[config.mk]
export PLATFORM = sky130hd
export DESIGN_NAME = sha_round_controller_flat
export DESIGN_NICKNAME = d
export VERILOG_FILES = /design/src/rtl/sha_round_controller_pkg.sv /design/src/rtl/sha_round_controller_if.sv /design/src/rtl/sha_round_controller_wrap_counter.sv /design/src/rtl/sha_round_controller.sv /design/src/flat_wrapper.sv
export SDC_FILE = /design/constraint.sdc
export NUM_CORES = 1
export LEC_CHECK = 0
export ABC_CLOCK_PERIOD_IN_PS = 3000
export CORE_ASPECT_RATIO = 1.1
export CORE_MARGIN = 5
export CORE_UTILIZATION = 49
export CTS_CLUSTER_SIZE = 10
export DETAILED_ROUTE_END_ITERATION = 12
export HOLD_SLACK_MARGIN = 0.03
export PLACE_DENSITY = 0.94
export SLEW_MARGIN = 10
export SYNTH_ARGS = -nofsm -noshare
export SYNTH_HDL_FRONTEND = slang
export SYNTH_HIERARCHICAL = 1
export SYNTH_SLANG_ARGS = --single-unit
[constraint.sdc]
create_clock -name clk -period 3 [get_ports clk]
set_clock_uncertainty 0.2 [all_clocks]
set_input_delay 0.3 -clock clk [delete_from_list [all_inputs] [get_ports clk]]
set_output_delay 0.3 -clock clk [all_outputs]
set_load 0.01 [all_outputs]
[src/rtl/sha_round_controller_pkg.sv]
// Shared types and defaults for the SHA-2 round controller slice.
package sha_ctrl_pkg;

  typedef enum logic [2:0] {
    ST_IDLE   = 3'd0,
    ST_ROUND  = 3'd1,
    ST_UPDATE = 3'd2,
    ST_WAIT   = 3'd3,
    ST_OUTPUT = 3'd4
  } ctrl_state_t;

  localparam int SHA256_ROUNDS    = 64;
  localparam int SHA256_OUT_WORDS = 8;
  localparam int SHA224_OUT_WORDS = 7;

  // Index width for a 0..n-1 counter, never narrower than one bit.
  function automatic int idx_width(input int n);
    if (n > 1) begin
      return $clog2(n);
    end else begin
      return 1;
    end
  endfunction

endpackage

[src/rtl/sha_round_controller_if.sv]
// Block-input and digest-output handshakes between the controller and its neighbours.
interface sha_round_controller_if
  import sha_ctrl_pkg::*;
#(
  parameter int OUT_WORDS = SHA256_OUT_WORDS
) ();

  localparam int OW = idx_width(OUT_WORDS);

  logic          blk_valid;
  logic          blk_ready;
  logic          blk_first;
  logic          blk_last;
  logic          out_valid;
  logic          out_ready;
  logic [OW-1:0] out_idx;

  modport master (
    output blk_valid, blk_first, blk_last, out_ready,
    input  blk_ready, out_valid, out_idx
  );

  modport slave (
    input  blk_valid, blk_first, blk_last, out_ready,
    output blk_ready, out_valid, out_idx
  );

endinterface

[src/rtl/sha_round_controller_wrap_counter.sv]
// Modulo-MAX counter with synchronous clear; wrap flags the final counted step.
module wrap_counter
  import sha_ctrl_pkg::*;
#(
  parameter int MAX = 8,
  parameter int W   = idx_width(MAX)
) (
  input  logic         clk,
  input  logic         reset_n,
  input  logic         en,
  input  logic         clr,
  output logic [W-1:0] count,
  output logic         wrap
);

  localparam logic [W-1:0] LAST = W'(MAX - 1);
  localparam logic [W-1:0] ONE  = W'(1'b1);

  assign wrap = en && (count == LAST);

  // Count register: clear dominates, wraps to zero after LAST.
  always_ff @(posedge clk or negedge reset_n) begin
    if (!reset_n) begin
      count <= '0;
    end else if (clr) begin
      count <= '0;
    end else if (en) begin
      count <= wrap ? '0 : (count + ONE);
    end
  end

endmodule

[src/rtl/sha_round_controller.sv]
// SHA-2 round sequencer: accepts blocks, chains messages, runs ROUNDS rounds per
// block, strobes the hash update and serialises OUT_WORDS digest words.
module sha_round_controller
  import sha_ctrl_pkg::*;
#(
  parameter int ROUNDS    = SHA256_ROUNDS,
  parameter int OUT_WORDS = SHA256_OUT_WORDS,
  parameter int RW        = idx_width(ROUNDS),
  parameter int OW        = idx_width(OUT_WORDS)
) (
  input  logic                   clk,
  input  logic                   reset_n,
  input  logic                   abort,
  sha_round_controller_if.slave  bus,
  output logic                   load_block,
  output logic                   init_iv,
  output logic                   round_en,
  output logic [RW-1:0]          round_idx,
  output logic                   update_hash,
  output logic                   busy,
  output logic                   seq_err
);

  ctrl_state_t   state_r;
  ctrl_state_t   next_state_s;
  logic          last_r;
  logic          hs_s;
  logic          out_fire_s;
  logic          round_wrap_s;
  logic          out_wrap_s;
  logic [OW-1:0] out_cnt_s;

  assign bus.blk_ready = (state_r == ST_IDLE) || (state_r == ST_WAIT);
  // abort wins over a simultaneous handshake, so the block is not taken.
  assign hs_s          = bus.blk_valid && bus.blk_ready && !abort;
  assign load_block    = hs_s;
  assign init_iv       = hs_s && bus.blk_first;
  assign round_en      = (state_r == ST_ROUND);
  assign update_hash   = (state_r == ST_UPDATE);
  assign bus.out_valid = (state_r == ST_OUTPUT);
  assign out_fire_s    = bus.out_valid && bus.out_ready;
  assign busy          = (state_r != ST_IDLE);
  assign bus.out_idx   = out_cnt_s;

  wrap_counter #(.MAX(ROUNDS)) u_round_cnt (
    .clk     (clk),
    .reset_n (reset_n),
    .en      (round_en),
    .clr     (abort),
    .count   (round_idx),
    .wrap    (round_wrap_s)
  );

  wrap_counter #(.MAX(OUT_WORDS)) u_out_cnt (
    .clk     (clk),
    .reset_n (reset_n),
    .en      (out_fire_s),
    .clr     (abort),
    .count   (out_cnt_s),
    .wrap    (out_wrap_s)
  );

  // State register.
  always_ff @(posedge clk or negedge reset_n) begin
    if (!reset_n) begin
      state_r <= ST_IDLE;
    end else begin
      state_r <= next_state_s;
    end
  end

  // Remembers whether the block in flight closes its message.
  always_ff @(posedge clk or negedge reset_n) begin
    if (!reset_n) begin
      last_r <= 1'b0;
    end else if (abort) begin
      last_r <= 1'b0;
    end else if (hs_s) begin
      last_r <= bus.blk_last;
    end
  end

  // Next-state logic and first/last protocol checking.
  always_comb begin
    next_state_s = state_r;
    seq_err      = 1'b0;
    if (abort) begin
      next_state_s = ST_IDLE;
    end else begin
      case (state_r)
        ST_IDLE: begin
          if (hs_s) begin
            if (bus.blk_first) begin
              next_state_s = ST_ROUND;
            end else begin
              seq_err = 1'b1;
            end
          end else begin
            next_state_s = ST_IDLE;
          end
        end
        ST_ROUND: begin
          if (round_wrap_s) begin
            next_state_s = ST_UPDATE;
          end else begin
            next_state_s = ST_ROUND;
          end
        end
        ST_UPDATE: begin
          if (last_r) begin
            next_state_s = ST_OUTPUT;
          end else begin
            next_state_s = ST_WAIT;
          end
        end
        // A first block here restarts the message; flag the abandoned one.
        ST_WAIT: begin
          if (hs_s) begin
            next_state_s = ST_ROUND;
            seq_err      = bus.blk_first;
          end else begin
            next_state_s = ST_WAIT;
          end
        end
        ST_OUTPUT: begin
          if (out_wrap_s) begin
            next_state_s = ST_IDLE;
          end else begin
            next_state_s = ST_OUTPUT;
          end
        end
        default: begin
          next_state_s = ST_IDLE;
        end
      endcase
    end
  end

endmodule

[src/flat_wrapper.sv]
// flat-port wrapper written by rule: the top's interface ports become plain ports
module sha_round_controller_flat import sha_ctrl_pkg::*;
#(
  parameter int ROUNDS    = SHA256_ROUNDS,
  parameter int OUT_WORDS = SHA256_OUT_WORDS,
  parameter int RW        = idx_width(ROUNDS),
  parameter int OW        = idx_width(OUT_WORDS)
)
  (clk, reset_n, abort, load_block, init_iv, round_en, round_idx, update_hash, busy, seq_err, bus_blk_valid, bus_blk_first, bus_blk_last, bus_out_ready, bus_blk_ready, bus_out_valid, bus_out_idx);
  sha_round_controller_if #(.OUT_WORDS(OUT_WORDS)) bus_i ();
  input  logic clk;
  input  logic reset_n;
  input  logic abort;
  output logic load_block;
  output logic init_iv;
  output logic round_en;
  output logic [RW-1:0] round_idx;
  output logic update_hash;
  output logic busy;
  output logic seq_err;
  input wire logic [$bits(bus_i.blk_valid)-1:0] bus_blk_valid;
  input wire logic [$bits(bus_i.blk_first)-1:0] bus_blk_first;
  input wire logic [$bits(bus_i.blk_last)-1:0] bus_blk_last;
  input wire logic [$bits(bus_i.out_ready)-1:0] bus_out_ready;
  output wire logic [$bits(bus_i.blk_ready)-1:0] bus_blk_ready;
  output wire logic [$bits(bus_i.out_valid)-1:0] bus_out_valid;
  output wire logic [$bits(bus_i.out_idx)-1:0] bus_out_idx;
  assign bus_i.blk_valid = bus_blk_valid;
  assign bus_i.blk_first = bus_blk_first;
  assign bus_i.blk_last = bus_blk_last;
  assign bus_i.out_ready = bus_out_ready;
  assign bus_blk_ready = bus_i.blk_ready;
  assign bus_out_valid = bus_i.out_valid;
  assign bus_out_idx = bus_i.out_idx;
  sha_round_controller #(.ROUNDS(ROUNDS), .OUT_WORDS(OUT_WORDS), .RW(RW), .OW(OW)) u_core (.clk(clk), .reset_n(reset_n), .abort(abort), .bus(bus_i), .load_block(load_block), .init_iv(init_iv), .round_en(round_en), .round_idx(round_idx), .update_hash(update_hash), .busy(busy), .seq_err(seq_err));
endmodule
; Word-level counts from Yosys, hierarchy flattened
; Index checks and enable logic that the tools add are counted.
[word_totals]
in_bits = 7
out_inout_bits = 17
ff_bits = 13
wordCells = 47
[classes]
n_addsub = 2
reduce_logical = 13
mux = 21
eq_ne = 7
[ops]
columns = operator, count
row1 = $mux W3, 8
row2 = $mux W6, 3
row3 = $pmux W3 S5, 1
row4 = $add A6 B1 Y6 const B, 1
row5 = $eq A3 B2 Y1 const B, 2
row6 = $eq A3 B3 Y1 const B, 2
row7 = $eq A6 B6 Y1 const B, 1
row8 = $logic_and A1 B1 Y1, 6
row9 = $mux W1, 6
row10 = $reduce_bool A2 Y1, 3
row11 = $mux W2, 2
row12 = $ne A4 B4 Y1 const B, 1
row13 = $add A3 B1 Y3 const B, 1
row14 = $eq A3 B1 Y1 const B, 1
row15 = $logic_not A3 Y1, 1
row16 = $reduce_bool A3 Y1, 1
row17 = $pmux W1 S2, 1
row18 = $logic_not A1 Y1, 1
row19 = $logic_or A1 B1 Y1, 1

; Longest topological paths before layout
; Gate-level depths: netlist (run 1).
[logic_depth]
word_depth = 7
depth_mapped = 9
mapped_depth_nobuf = 7

; Hierarchy
; The synthesis (run 1) kept the hierarchy.
[by_module_without_submodules]
columns = module, n_inst, area_per_inst_um2, seq_area_each_um2, cells_per_inst
row1 = sha_round_controller, 1, 335.3, 100.1, 40
row2 = wrap_counter at u_core.u_round_cnt, 1, 320.3, 150.1, 32
row3 = wrap_counter at u_core.u_out_cnt, 1, 160.2, 75.1, 14

; Least setup slack after synthesis (run 1)
; Ideal clock, no wire load.
[synth_path]
path_type = flip-flop to flip-flop
start = reg u_core.state_r[2]
end = reg u_core.state_r[1]
t_required_ns = 2.722
setup_time_ns = 0.078
path_stages_with_launch = 9
t_arrival_ns = 1.710
setup_slack_ns = 1.012
cell_sequence = dfrtp_1 nand2b_1 nor2_1 buf_4 nand4_1 nor2_1 nor2_1 a311o_1 a21oi_1
[synth_lines]
columns = item, line_no
row1 = "start, declared", sha_round_controller.sv:24  ; ctrl_state_t state_r;
row2 = "start signal, assigned", sha_round_controller.sv:68  ; state_r <= next_state_s;
row3 = $eq A3 B1 Y1, sha_round_controller.sv:38  ; assign round_en = (state_r == ST_ROUND);
row4 = net round_en, flat_wrapper.sv:16  ; output logic round_en;
row5 = $logic_and A1 B1 Y1, sha_round_controller_wrap_counter.sv:19  ; assign wrap = en && (count == LAST);
row6 = net u_core.round_wrap_s, sha_round_controller.sv:29  ; logic round_wrap_s;
row7 = $mux W2, sha_round_controller.sv:103  ; if (round_wrap_s) begin
row8 = $pmux W3 S5, sha_round_controller.sv:90  ; case (state_r)
row9 = $mux W3, sha_round_controller.sv:87  ; if (abort) begin
; The timed path passes the listed nets, and every way through them passes these cells.
; A chain may end at the register's enable or synchronous reset.

; Worst setup path after layout (run 1)
[layout_path]
start = reg u_core.state_r[1]
end = out init_iv
[layout_between]
elab_chain_cells = 5
[layout_rtl]
columns = item, line_no
row1 = $eq A3 B2 Y1 or $logic_not A3 Y1 (tied branches), sha_round_controller.sv:33  ; assign bus.blk_ready = (state_r == ST_IDLE) || (state_r == ST_WAIT);
row2 = $logic_or A1 B1 Y1 (*), sha_round_controller.sv:33
row3 = $logic_and A1 B1 Y1 (*) (2 in a row), sha_round_controller.sv:35  ; assign hs_s = bus.blk_valid && bus.blk_ready && !abort;
row4 = $logic_and A1 B1 Y1 (*), sha_round_controller.sv:37  ; assign init_iv = hs_s && bus.blk_first;
row5 = "end, declared", flat_wrapper.sv:15  ; output logic init_iv;
; Mark *: on every way between the ends. The rest lies on a longest branch, timed or not.

==> flow_summary.toml, run 1 <==
[run_status]
status = "finished, final reports clean"

[timing]
fin_worst_hold_slack_ns = 0.191
timing.max_slew.rel_slack_pct = 61.1
maxClockFrequency_mhz = 400
finalCritPeriodShare_pct = 83.4
worst_pin_slew_ns = 0.582
post-route-worst-setup-slack_ns = 0.498
report.final.setup_viol = 0
fin_tns_setup_ns = 0
fin_crit_ns = 2.50
unrepaired_setup_endpoints_after_global_routing = "false"
timing.final.max_slew_violations = 0
hold_viol = 0

[routing]
drt-initial-drc-count = 15
routedWlPerCell_um = 14.0
first_pass_iteration_count_of_the_detailed_router = 4
antenna_violating_nets_post_route = 0
totalWireLength_um = 1780
remaining_drc_errors = 0
avgViaCountPerCell = 5.62
detailroute.via_count = 714

[placement]
dpl_worst_slack_ns = 0.583
buffer_ports.inserted = 23
dp_hpwl_um = 1360
finalWeightedCongestion = 0.858

[power_and_ir_drop]
power.clock.fraction_pct = 31.0
leakage_power_of_the_design_nw = 0.460
logic_gate_share_of_total_power_pct = 15.9
internal-power_mw = 0.259
p_sw_share_pct = 25.9
worst_ir_drop_vdd_mv = 0.327
seq_power_share_pct = 53.0
power_density_nw_per_um2 = 328
power.net_switching_mw = 0.0906
totalPowerFinal_mw = 0.350

[yosys]
mappedNetlistNets = 96
mean_area_per_synthesized_cell_um2 = 9.49
post_synth_most_frequent_cells = "sky130_fd_sc_hd__dfrtp_1, sky130_fd_sc_hd__nor2_1, sky130_fd_sc_hd__inv_1, sky130_fd_sc_hd__nand2_1, sky130_fd_sc_hd__xor2_1"
postSynth.topFlopCell = "sky130_fd_sc_hd__dfrtp_1"
netlist.top_cell.by_area = "sky130_fd_sc_hd__dfrtp_1"
ys_types = 37
number_of_enable_flip_flop_cells_after_synthesis = 0
synth-warning-count = 6
postSynth.asyncResetShare_pct = 100
synth_top_cells_by_area = "sky130_fd_sc_hd__dfrtp_1, sky130_fd_sc_hd__nor2_1, sky130_fd_sc_hd__ha_1"
synth.ff_latch_count = 13
netlist_instances = 86
post_synth_instance_area_um2 = 816
netlist.area_leader.share_pct = 39.9
register_area_share_after_synthesis_pct = 39.9

[clock_tree]
cts_hold_buf = 0
ctsHtreeMaxLevel = 1
ctsLongestPathBuffers = 2
tritoncts_num_sinks = 13
cts_repair_resize_count = 0
cts.root.buffer_cell = "sky130_fd_sc_hd__clkbuf_4"
clk-insertion-delay-late_ns = 0.27
count_of_buffers_added_by_post_cts_timing_repair_for_setup = 0
path_clk_slew_ns = 0.08
cts_tree = "built"
numCtsBuffers = 3

[global_route]
globalRoute.busiestLayer = "met2"
largest_net_degree_at_the_start_of_global_routing = 18
global_route_wire_length_before_repair_um = 3060
groute.layer.met2.usage_pct = 25.7
first_global_vias = 653
groute.layer.met1.usage_pct = 19.4
global_route.usage.met3_pct = 4.27
groute.usage.overall_pct = 15.3
grt_overflow_total = 0
antenna_found_initial = 0

[setup_path]
critPathLaunchType = "register"
critical_path_maximum_fanout = 13
r2r_cells = 7
cp-end-kind = "primary output"
reg2reg_slack_ns = 0.68
critical_path_arrival_ns = 2.00
end_of_the_worst_register_to_register_path = "u_core/state_r[1]$_DFFE_PN0P_"
rr_startpoint = "u_core/state_r[2]$_DFFE_PN0P_"
kind_of_critical_path = "register to primary output"
cp_data_required_time_ns = 2.50

[floorplan]
fp.dieH_um = 52.8
floorplan.core_area_um2 = 1580
initial_core_util_pct = 51.7
floorplan.rows = 15
floorplan.io_pins = 24
full_die_area_um2 = 2580
die_width_um = 48.9

[finish]
syn2layout_area_growth_pct = 30.7
antenna_cells = 0
nets = 121
post_route_cells_drive_above_1_share_pct = 10.9
n_fill_cell = 132
layout.core_utilization_pct = 67.6

[hold_path]
holdCritPathClass = "primary input to asynchronous set/reset pin"

[flow_run]
timing.max_cap.violations = 0
-- critical path, cell delays in order, from the launching register on --
cell                              delay (ns)
sky130_fd_sc_hd__dfrtp_1                0.58
sky130_fd_sc_hd__xor2_1                 0.20
sky130_fd_sc_hd__nor3_1                 0.26
sky130_fd_sc_hd__and2_1                 0.15
sky130_fd_sc_hd__clkdlybuf4s50_1        0.54
-- layout by cell type (no fill, tap or decap), types with 2 or more instances in the layout --
cell	Yosys	layout
sky130_fd_sc_hd__a31oi_1	2	2
sky130_fd_sc_hd__and2_1	2	2
sky130_fd_sc_hd__clkbuf_4	0	3
sky130_fd_sc_hd__clkdlybuf4s50_1	0	23
sky130_fd_sc_hd__dfrtp_1	13	13
sky130_fd_sc_hd__ha_1	3	3
sky130_fd_sc_hd__inv_1	4	4
sky130_fd_sc_hd__mux2i_1	2	2
sky130_fd_sc_hd__nand2_1	4	4
sky130_fd_sc_hd__nand2b_1	3	3
sky130_fd_sc_hd__nand3_1	3	3
sky130_fd_sc_hd__nor2_1	13	13
sky130_fd_sc_hd__nor3_1	3	3
sky130_fd_sc_hd__o21ai_0	2	2
sky130_fd_sc_hd__or3_1	3	3
sky130_fd_sc_hd__or3_2	2	2
sky130_fd_sc_hd__xor2_1	4	4
-- power groups by stage --
stage / registers, mW / logic (mW) / clock network (mW)
6_report: 0.186 / 0.0558 / 0.109
5_1_grt: 0.187 / 0.0612 / 0.124
4_1_cts: 0.186 / 0.0566 / 0.113
3_5_place_dp: 0.189 / 0.0565 / 0
3_3_place_gp: 0.189 / 0.0545 / 0
2_1_floorplan: 0.188 / 0.0288 / 0
-- sequential cells by signal, indices dropped and copies added, names as in the netlist --
| register | cells |
|---|---|
| u_core/u_round_cnt/count | 6 |
| u_core/state_r | 3 |
| u_core/u_out_cnt/count | 3 |
| u_core/last_r | 1 |
-- how the worst max path moves through the flow --
stage | start | end | slack [ns] | cells past startpoint
CTS | u_core/state_r[2]$_DFFE_PN0P_ | round_en | 0.49 | 3
finish | u_core/state_r[1]$_DFFE_PN0P_ | init_iv | 0.50 | 4
global route | u_core/state_r[0]$_DFFE_PN0P_ | round_en | 0.37 | 3
global placement | bus_blk_first | seq_err | 0.63 | 4
floorplan | u_core/state_r[2]$_DFFE_PN0P_ | u_core/state_r[1]$_DFFE_PN0P_ | 1.01 | 8
detailed placement | bus_blk_first | seq_err | 0.58 | 4
-- metal layers --
metal | part of all wire (%) | vias up
li1 | - | 358
met1 | 44 | 339
met2 | 50 | 15
met3 | 5.0 | 2
met4 | 0.45 | 0
met5 | 0 | -
-- cell families after synthesis --
kind of cell | synth area share (%)
xor+xnor | 4.29
simple gates | 25.9
buf+inv | 6.13
mux | 2.45
compound gates | 16.7
flops | 39.9
fa+ha+maj | 4.60
-- metrics by stage --
step | instances | instance area (um^2)
2_1_floorplan | 86 | 816
3_3_place_gp | 123 | 1040
3_5_place_dp | 123 | 1040
4_1_cts | 127 | 1070
5_1_grt | 127 | 1070
6_report | 127 | 1070
-- area by class of cell --
| class | instances | area, um^2 | area share [%] |
|---|---|---|---|
| clock buffer | 4 | 26.3 | 2.46 |
| inverter | 4 | 15.0 | 1.41 |
| multi-input combinational | 65 | 440 | 41.3 |
| sequential | 13 | 325 | 30.5 |
| tap | 17 | 21.3 | 2.00 |
| timing repair buffer | 24 | 238 | 22.3 |
Power figures use the tool's default switching activity.
==> run 2: changes to the inputs <==
ABC_CLOCK_PERIOD_IN_PS = 2300   (was 3000)
CORE_UTILIZATION = 41   (was 49)
PLACE_DENSITY = 0.86   (was 0.94)
clock period = 2.3 ns   (was 3 ns; I/O delays follow)
==> flow_summary.toml, run 2 (same netlist as run 1, synthesis figures left out) <==
[routing]
remaining_drc_errors = 0
totalWireLength_um = 1970
avgViaCountPerCell = 5.36
detailroute.via_count = 761
routedWlPerCell_um = 13.8
drt-initial-drc-count = 7
antenna_violating_nets_post_route = 0
first_pass_iteration_count_of_the_detailed_router = 4

[power_and_ir_drop]
internal-power_mw = 0.341
totalPowerFinal_mw = 0.462
worst_ir_drop_vdd_mv = 0.237
power.net_switching_mw = 0.120
power_density_nw_per_um2 = 412
power.clock.fraction_pct = 30.7
logic_gate_share_of_total_power_pct = 16.7
seq_power_share_pct = 52.7
p_sw_share_pct = 26.1
leakage_power_of_the_design_nw = 0.506

[finish]
post_route_cells_drive_above_1_share_pct = 17.5
syn2layout_area_growth_pct = 37.3
antenna_cells = 0
mostFrequentLayoutCells = "sky130_fd_sc_hd__clkdlybuf4s50_1, sky130_fd_sc_hd__nor2_1, sky130_fd_sc_hd__dfrtp_1"
nets = 125
leading_cell_type_in_the_layout_fill_and_taps_excluded = "sky130_fd_sc_hd__clkdlybuf4s50_1"
max_flop_register = "u_core/u_round_cnt/count"
flip_flop_count_of_the_largest_register_after_layout = 6
top_regs = "u_core/u_round_cnt/count (6), u_core/state_r (3), u_core/u_out_cnt/count (3)"

[global_route]
grt_overflow_total = 0
largest_net_degree_at_the_start_of_global_routing = 16
first_global_vias = 738
globalRoute.busiestLayer = "met2"
global_route_wire_length_before_repair_um = 3230
groute.layer.met2.usage_pct = 24.1
antenna_found_initial = 0
groute.usage.overall_pct = 14.1
groute.layer.met1.usage_pct = 17.6
global_route.usage.met3_pct = 2.92

[setup_path]
kind_of_critical_path = "register to primary output"
cp_data_required_time_ns = 1.87
critical_path_arrival_ns = 1.82
critical_path_maximum_fanout = 10
reg2reg_slack_ns = 0.32
cp-end-kind = "primary output"
critPathLaunchType = "register"
r2r_cells = 7

[flow_run]
timing.max_cap.violations = 0

[clock_tree]
ctsHtreeMaxLevel = 1
tritoncts_num_sinks = 13
cts.root.buffer_cell = "sky130_fd_sc_hd__clkbuf_4"
path_clk_slew_ns = 0.09
clk-insertion-delay-late_ns = 0.27
ctsLongestPathBuffers = 2
cts_tree = "built"
count_of_buffers_added_by_post_cts_timing_repair_for_setup = 0
cts_repair_resize_count = 4
numCtsBuffers = 3
cts_hold_buf = 0

[timing]
fin_tns_setup_ns = 0
report.final.setup_viol = 0
maxClockFrequency_mhz = 445
hold_viol = 0
unrepaired_setup_endpoints_after_global_routing = "false"
fin_crit_ns = 2.25
worst_pin_slew_ns = 0.617
finalCritPeriodShare_pct = 97.8
timing.final.max_slew_violations = 0
timing.max_slew.rel_slack_pct = 58.7

[placement]
dp_hpwl_um = 1490
buffer_ports.inserted = 23
finalWeightedCongestion = 0.882

[run_status]
status = "finished, final reports clean"

[floorplan]
initial_core_util_pct = 41.7
floorplan.core_area_um2 = 1960
fp.dieH_um = 56.8
full_die_area_um2 = 2980
floorplan.io_pins = 24
die_width_um = 52.5
floorplan.rows = 17

[hold_path]
holdCritPathClass = "primary input to asynchronous set/reset pin"
[run 2: worst paths after layout]
kind	startpoint	to
max in group asynchronous	reset_n	u_core/state_r[2]$_DFFE_PN0P_
worst max register to register	u_core/state_r[2]$_DFFE_PN0P_	u_core/state_r[1]$_DFFE_PN0P_
worst min register to register	u_core/u_out_cnt/count[2]$_DFFE_PN0P_	u_core/u_out_cnt/count[2]$_DFFE_PN0P_
worst min-delay path	reset_n	u_core/u_round_cnt/count[3]$_DFFE_PN0P_
worst max-delay path	u_core/state_r[1]$_DFFE_PN0P_	busy
min in group clk	bus_blk_last	u_core/last_r$_DFFE_PN0P_
[run 2: per-layer routing]
metal | vias to the layer above | wire length (um)
li1 | 363 | -
met1 | 374 | 777
met2 | 22 | 1040
met3 | 2 | 121
met4 | 0 | 27
met5 | - | 0
[run 2: power groups by stage]
stage	clock, mW	combinational, mW	sequential, mW
6_report	0.142	0.0769	0.243
5_1_grt	0.156	0.0835	0.244
3_3_place_gp	0	0.0755	0.246
3_5_place_dp	0	0.0772	0.247
4_1_cts	0.148	0.0774	0.243
2_1_floorplan	0	0.0376	0.245
[run 2: final cells by class]
cell class | count | area, um^2
sequential | 13 | 328
multi-input combinational | 65 | 448
tap | 28 | 35.0
clock buffer | 4 | 26.3
inverter | 4 | 15.0
timing repair buffer | 28 | 268
fill | 188 | 837
[run 2: worst max-delay path, stage by stage (launching register included)]
cell	delay, ns
sky130_fd_sc_hd__dfrtp_1	0.43
sky130_fd_sc_hd__buf_4	0.19
sky130_fd_sc_hd__or3_2	0.44
sky130_fd_sc_hd__clkdlybuf4s50_1	0.49
[run 2: metrics by stage]
step	instance area [um^2]	utilization [%]	setup WS, ns	hold slack, ns	std cells
after detailed placement	1080	55.4	0.112	0.328	138
after CTS	1110	56.9	0.0499	0.154	142
after global placement	1080	55.4	0.139	0.316	138
after global routing	1120	57.2	0.0151	0.181	142
after floorplan	816	-	0.312	-0.266	86
final	1120	57.2	0.0510	0.139	142
